[src/rtl/dac_seq_pkg.sv]
// Shared types and default sizing for the dac_seq sample player.
package dac_seq_pkg;

    typedef enum logic {
        IDLE = 1'b0,
        RUN  = 1'b1
    } state_t;

    localparam int DEF_FIFO_DEPTH = 4;
    localparam int DEF_DIV_W      = 16;

endpackage

[src/rtl/dac_seq_fifo.sv]
// Synchronous sample FIFO with flush, full/empty flags and occupancy level.
module dac_seq_fifo
    import dac_seq_pkg::*;
#(
    parameter  int DEPTH = DEF_FIFO_DEPTH,
    parameter  int DW    = 8,
    localparam int AW    = $clog2(DEPTH),
    localparam int LW    = AW + 1
) (
    input  logic          clk,
    input  logic          rstn,
    input  logic          push,
    input  logic          pop,
    input  logic          flush,
    input  logic [DW-1:0] wdata,
    output logic [DW-1:0] rdata,
    output logic          full,
    output logic          empty,
    output logic [LW-1:0] level
);

    logic [DW-1:0] r_mem [DEPTH];
    logic [AW-1:0] r_wr_ptr;
    logic [AW-1:0] r_rd_ptr;
    logic [LW-1:0] r_level;
    logic          w_push;
    logic          w_pop;

    assign full  = (r_level == LW'(DEPTH));
    assign empty = (r_level == '0);
    assign level = r_level;
    assign rdata = r_mem[r_rd_ptr];

    // Flush wins over both push and pop in the same cycle.
    assign w_push = push && !full  && !flush;
    assign w_pop  = pop  && !empty && !flush;

    always_ff @(posedge clk) begin
        if (w_push) begin
            r_mem[r_wr_ptr] <= wdata;
        end
    end

    always_ff @(posedge clk or negedge rstn) begin
        if (!rstn) begin
            r_wr_ptr <= '0;
            r_rd_ptr <= '0;
            r_level  <= '0;
        end else if (flush) begin
            r_wr_ptr <= '0;
            r_rd_ptr <= '0;
            r_level  <= '0;
        end else begin
            if (w_push) r_wr_ptr <= r_wr_ptr + AW'(1);
            if (w_pop)  r_rd_ptr <= r_rd_ptr + AW'(1);
            case ({w_push, w_pop})
                2'b10:   r_level <= r_level + LW'(1);
                2'b01:   r_level <= r_level - LW'(1);
                default: r_level <= r_level;
            endcase
        end
    end

endmodule

[src/rtl/dac_seq.sv]
// Paced DAC sample player: FIFO-fed, divider-timed updates with sticky underrun.
// Optional ramp test pattern is built only when DAC_SEQ_RAMP_EN is defined.
module dac_seq
    import dac_seq_pkg::*;
#(
    parameter  int FIFO_DEPTH = DEF_FIFO_DEPTH,
    parameter  int DIV_W      = DEF_DIV_W,
    localparam int LW         = $clog2(FIFO_DEPTH) + 1
) (
    input  logic             clk,
    input  logic             rstn,
    input  logic             en,
    input  logic [DIV_W-1:0] div,
    input  logic             flush,
    input  logic             in_valid,
    input  logic [7:0]       in_data,
    output logic             in_ready,
    output logic [7:0]       dac_d,
    output logic             upd,
    output logic             underrun,
    input  logic             clr_underrun,
    output logic [LW-1:0]    level,
    input  logic             test_mode
);

    state_t           r_state;
    logic [DIV_W-1:0] r_cnt;
    logic [7:0]       r_dac;
    logic             r_upd;
    logic             r_underrun;

    logic             w_tick;
    logic             w_ramp;
    logic             w_pop;
    logic             w_push;
    logic             w_full;
    logic             w_empty;
    logic [7:0]       w_head;

`ifdef DAC_SEQ_RAMP_EN
    assign w_ramp = test_mode;
`else
    logic w_unused_test_mode;
    assign w_unused_test_mode = test_mode;
    assign w_ramp = 1'b0;
`endif

    // A tick needs en still high, so dropping en abandons the pending one.
    assign w_tick = (r_state == RUN) && en && (r_cnt == '0);
    assign w_push = in_valid && in_ready;
    assign w_pop  = w_tick && !flush && !w_empty && !w_ramp;

    assign in_ready = !w_full;
    assign dac_d    = r_dac;
    assign upd      = r_upd;
    assign underrun = r_underrun;

    dac_seq_fifo #(
        .DEPTH (FIFO_DEPTH),
        .DW    (8)
    ) u_fifo (
        .clk   (clk),
        .rstn  (rstn),
        .push  (w_push),
        .pop   (w_pop),
        .flush (flush),
        .wdata (in_data),
        .rdata (w_head),
        .full  (w_full),
        .empty (w_empty),
        .level (level)
    );

    always_ff @(posedge clk or negedge rstn) begin
        if (!rstn) begin
            r_state    <= IDLE;
            r_cnt      <= '0;
            r_dac      <= 8'h00;
            r_upd      <= 1'b0;
            r_underrun <= 1'b0;
        end else begin
            r_upd <= 1'b0;

            case (r_state)
                IDLE: begin
                    r_cnt <= '0;
                    if (en) begin
                        r_state <= RUN;
                        r_cnt   <= div;
                    end
                end
                RUN: begin
                    if (!en) begin
                        r_state <= IDLE;
                        r_cnt   <= '0;
                    end else if (r_cnt == '0) begin
                        r_cnt <= div;
                    end else begin
                        r_cnt <= r_cnt - DIV_W'(1);
                    end
                end
                default: begin
                    r_state <= IDLE;
                    r_cnt   <= '0;
                end
            endcase

            // Clear first so that a same-cycle underrun below overrides it.
            if (clr_underrun) begin
                r_underrun <= 1'b0;
            end

            if (w_tick && !flush) begin
`ifdef DAC_SEQ_RAMP_EN
                if (test_mode) begin
                    r_dac <= r_dac + 8'd1;
                    r_upd <= 1'b1;
                end else
`endif
                if (!w_empty) begin
                    r_dac <= w_head;
                    r_upd <= 1'b1;
                end else begin
                    r_underrun <= 1'b1;
                end
            end
        end
    end

endmodule

[config.mk]
export PLATFORM = sky130hd
export DESIGN_NAME = dac_seq
export DESIGN_NICKNAME = d
export VERILOG_FILES = /design/src/rtl/dac_seq_pkg.sv /design/src/rtl/dac_seq_fifo.sv /design/src/rtl/dac_seq.sv
export SDC_FILE = /design/constraint.sdc
export NUM_CORES = 1
export LEC_CHECK = 0
export ABC_AREA = 1
export CORE_MARGIN = 5
export CORE_UTILIZATION = 50
export CTS_BUF_LIST = sky130_fd_sc_hd__clkbuf_4
export DETAILED_ROUTE_END_ITERATION = 12
export PLACE_DENSITY = 0.81
export SETUP_SLACK_MARGIN = 0.3
export SLEW_MARGIN = 30
export SYNTH_ARGS = -nofsm -noshare
export SYNTH_HDL_FRONTEND = slang
export SYNTH_HIERARCHICAL = 1
export SYNTH_SLANG_ARGS = --single-unit
[constraint.sdc]
create_clock -name clk -period 3.3 [get_ports clk]
set_input_delay 0.33 -clock clk [delete_from_list [all_inputs] [get_ports clk]]
set_output_delay 0.33 -clock clk [all_outputs]
set_load 0.005 [all_outputs]
==> summary.txt <==
Synth
  • Distinct cells, synth: 26
  • Sequential element share of the synthesized area: between 50% and 60%
  • Post-synthesis instance total: about 360
  • Async SR Flop Fraction: 51.5%
  • Primary FF master, synth: dfrtp_1
  • Number of flops mapped to enable cells by yosys: 32
  • Flip-flop and latch count after synthesis: 66
  • Ys Warns: 6
  • Net count after synthesis: 396
  • Per-instance average area after synthesis: about 9.0 sq um
  • Cell area after technology mapping: 3220 sq um

Pwr
  • P_leak: around 0.0018 uW
  • Int Pwr: 1250 uW
  • Sequential share of power: between 50% and 60%
  • Part of the power in combinational logic: 20.3%
  • Maximum vdd drop: between 0.3 and 0.4 mV
  • Net load switching power: about 600 uW
  • Total power divided by cell area: a little under 500 nW/um^2
  • Clock share of power: between 20 and 30%
  • Final total power: around 1900 uW
  • Switch share: 32.4%

Clocking
  • TritonCTS clock tree: built
  • Reg clk slew, reported paths: 130 ps
  • Root Driver: clkbuf_4
  • CTS HTree Levels: 3
  • PostCTS Resize Cnt: 0
  • Number of buffers added by the clock tree synthesis step: 9
  • # clock sinks: 66
  • CTS Buffer Depth: 2
  • Later-pin clock latency in the skew report: approximately 420 ps

Timing
  • Worst relative slew slack: ~48%
  • Setup-violating endpoint count in the final report: 0
  • RSZ-0062 raised after global routing: false
  • Worst Tran Pin Value: roughly 780 ps
  • Min cycle time layout: about 2600 ps
  • Final total negative setup slack: 0 ps
  • Fin. Hold Viols: 0
  • Final setup skew: approximately 17 ps
  • Final count of pins violating max slew: 0
  • Highest Clock Rate: 379 MHz
  • Ratio of final minimum period to clock period: about four fifths

Routing
  • Number of vias per cell: just over 5
  • Highest metal used: met4
  • Number of detailed-routing iterations run before antenna repair: 4
  • DRC violation total after the first TritonRoute iteration: 121
  • Vias: 2551
  • Post-Route WL: 6690 um
  • DR DRC count: 0
  • Wirelength per Cell: approximately 14 um
  • Number of nets still failing antenna checks after routing: 0
  • Met2 WL post-DR: ~3500 um
  • Length of routed met3 wiring: 353 um
  • Detailed-routing wirelength on met1: roughly 2700 um

Setup path
  • Category of the critical setup timing path: flip-flop to flip-flop
  • Worst EP arrival: 2950 ps
  • Worst Path Required: around 3600 ps
  • Reg-to-reg slack, setup: 660 ps
  • Kind of launch point of the worst setup path: flip-flop
  • Peak fanout along the critical path: 9
  • CP endpoint kind: flip-flop

Worst hold path
  • Min-Delay Path Class: input port to asynchronous set/reset pin

GRT
  • Number of global-route vias before repair: ~2600
  • Number of antenna violations at the first check in global routing: 0
  • Grt total ovfl: 0
  • Wire length of the first global-routing pass: about 11000 um
  • All-Layer GR Usage: between 15 and 20%
  • Maximum number of pins on one net before global-route repair: 35

Layout
  • # nets final: about 450
  • Finished Cell Area: 3860 sq um
  • Filler instances: between 500 and 600
  • Leading cell type in the layout, fill and taps excluded: nand2_1
  • Top library cells by usage in the layout, fill and taps aside: 111 x nand2_1, 43 x clkdlybuf4s50_1, 38 x inv_1, 38 x nor2_1, 34 x dfrtp_1
  • Area growth from synthesis to layout: 19.9%
  • Ratio of cells with drive above 1 in the final layout: 9.66%
  • Count of antenna diodes in the layout: 0

Place
  • Placed Instance Area: 3720 sq um
  • Number of buffer cells added on primary ports: 43
  • RD Place Congestion: approximately 0.85
  • Sum of net half-perimeters after detailed placement: about 4800 um

Floorplanning
  • Initial standard-cell utilization of the core: between 50% and 60%
  • DIE HEIGHT: between 90 and 100 um
  • Core area: roughly 6300 sq um
  • Die span in x: 90.2 um
  • Die outline area: just over 8000 sq um
  • Standard-cell row count: 29
  • Ports placed on the boundary: 45

Job
  • Reported max-cap violation count: 0

Outcome
  • Run status: finished clean
[per-layer routing]
layer	track usage, %	up-vias
met5	0	-
met4	6.95	0
met3	5.34	12
met2	30.7	65
met1	18.9	1210
li1	-	1264
[what timing repair did]
action,4_1_cts,5_1_grt
setup buffers,0,1
setup endpoints to repair,0,1
hold buffers,0,0
[cell type report]
cell class | count | area, sq um | area share (%)
flip-flops and latches | 66 | 1810 | 47.0
multi-input cells | 246 | 1220 | 31.7
repair buffers | 45 | 445 | 11.5
inverters | 41 | 154 | 3.99
well taps | 77 | 96.3 | 2.50
clock buffers | 9 | 67.6 | 1.75
clock inverters | 7 | 61.3 | 1.59
[worst max-delay path, stage by stage, from the launching register on]
cell      delay [ps]
dfrtp_1          470
nor2_2           200
nand2_1          100
inv_1             90
clkinv_1         200
nand4_1          210
inv_1            110
nand2_2          120
nor2_2            50
nand2_1           80
inv_1             60
fa_1             370
xnor2_1          220
inv_1             60
nand2_1           60
nand2_1           40
nand2_1           60
nand2_1           40
[through the flow]
step / instances / util (%) / hold slack, ps / setup WS, ps
6_report: 491 / 61.1 / 299 / 664
5_1_grt: 491 / 61.1 / 348 / 294
4_1_cts: 490 / 61.0 / 311 / 469
3_5_place_dp: 474 / 58.9 / 465 / 494
3_3_place_gp: 474 / 58.9 / 463 / 599
2_1_floorplan: 358 / - / 34.4 / 858
[power by group through the flow]
stage	sequential [uW]	combinational (uW)	clock (uW)
4_1_cts	974	379	516
3_5_place_dp	991	377	0
5_1_grt	982	427	555
2_1_floorplan	980	239	0
6_report	974	375	503
3_3_place_gp	988	366	0
[synthesized netlist by cell type (2+ instances only)]
library cell  instances  area [sq um]
nand2_1             111           417
inv_1                38           143
nor2_1               38           143
dfrtp_1              34           851
edfxtp_1             32           961
o21ai_0              18          90.1
nand3_1              15          75.1
nand4_1              14          87.6
nand2_2               9          56.3
o22ai_1               8          50.1
ha_1                  6          75.1
nor2_2                6          37.5
buf_2                 4          20.0
o21ai_1               4          20.0
xor2_1                4          35.0
nor2_4                3          33.8
xnor2_1               3          26.3
a21oi_1               2          10.0
clkinv_1              2          7.51
[path summary, 6_finish.rpt]
check                                       startpoint                          end  depth (start not counted)
setup reg to reg           u_fifo/level[0]$_DFFE_PN0P_  u_fifo/level[2]$_DFFE_PN0P_                         17
setup / recovery           u_fifo/level[0]$_DFFE_PN0P_  u_fifo/level[2]$_DFFE_PN0P_                         17
max in group asynchronous                         rstn         dac_d[4]$_DFFE_PN0P_                          2
hold / removal                                    rstn           r_cnt[2]$_DFF_PN0_                          2
hold reg to reg                   dac_d[6]$_DFFE_PN0P_         dac_d[6]$_DFFE_PN0P_                          2
min in group clk                               div[15]          r_cnt[15]$_DFF_PN0_                          3
[kinds of logic after synthesis]
family                   Yosys count  synth area share [%]
AO/OA/AOI/OAI                     35                  6.38
XOR/XNOR                           7                  1.91
adder cells (fa/ha/maj)            7                  2.95
buffers and inverters             46                  5.75
flip-flops                        66                  56.3
AND/OR/NAND/NOR                  197                  26.7
[registers in the layout, summed over array words and instances (netlist names), 2 cells and up]
| name | cells |
|---|---|
| u_fifo/r_mem | 32 |
| r_cnt | 16 |
| dac_d | 8 |
| u_fifo/level | 3 |
| u_fifo/r_rd_ptr | 2 |
| u_fifo/r_wr_ptr | 2 |
Note: power is estimated with default switching activity, not from simulation.
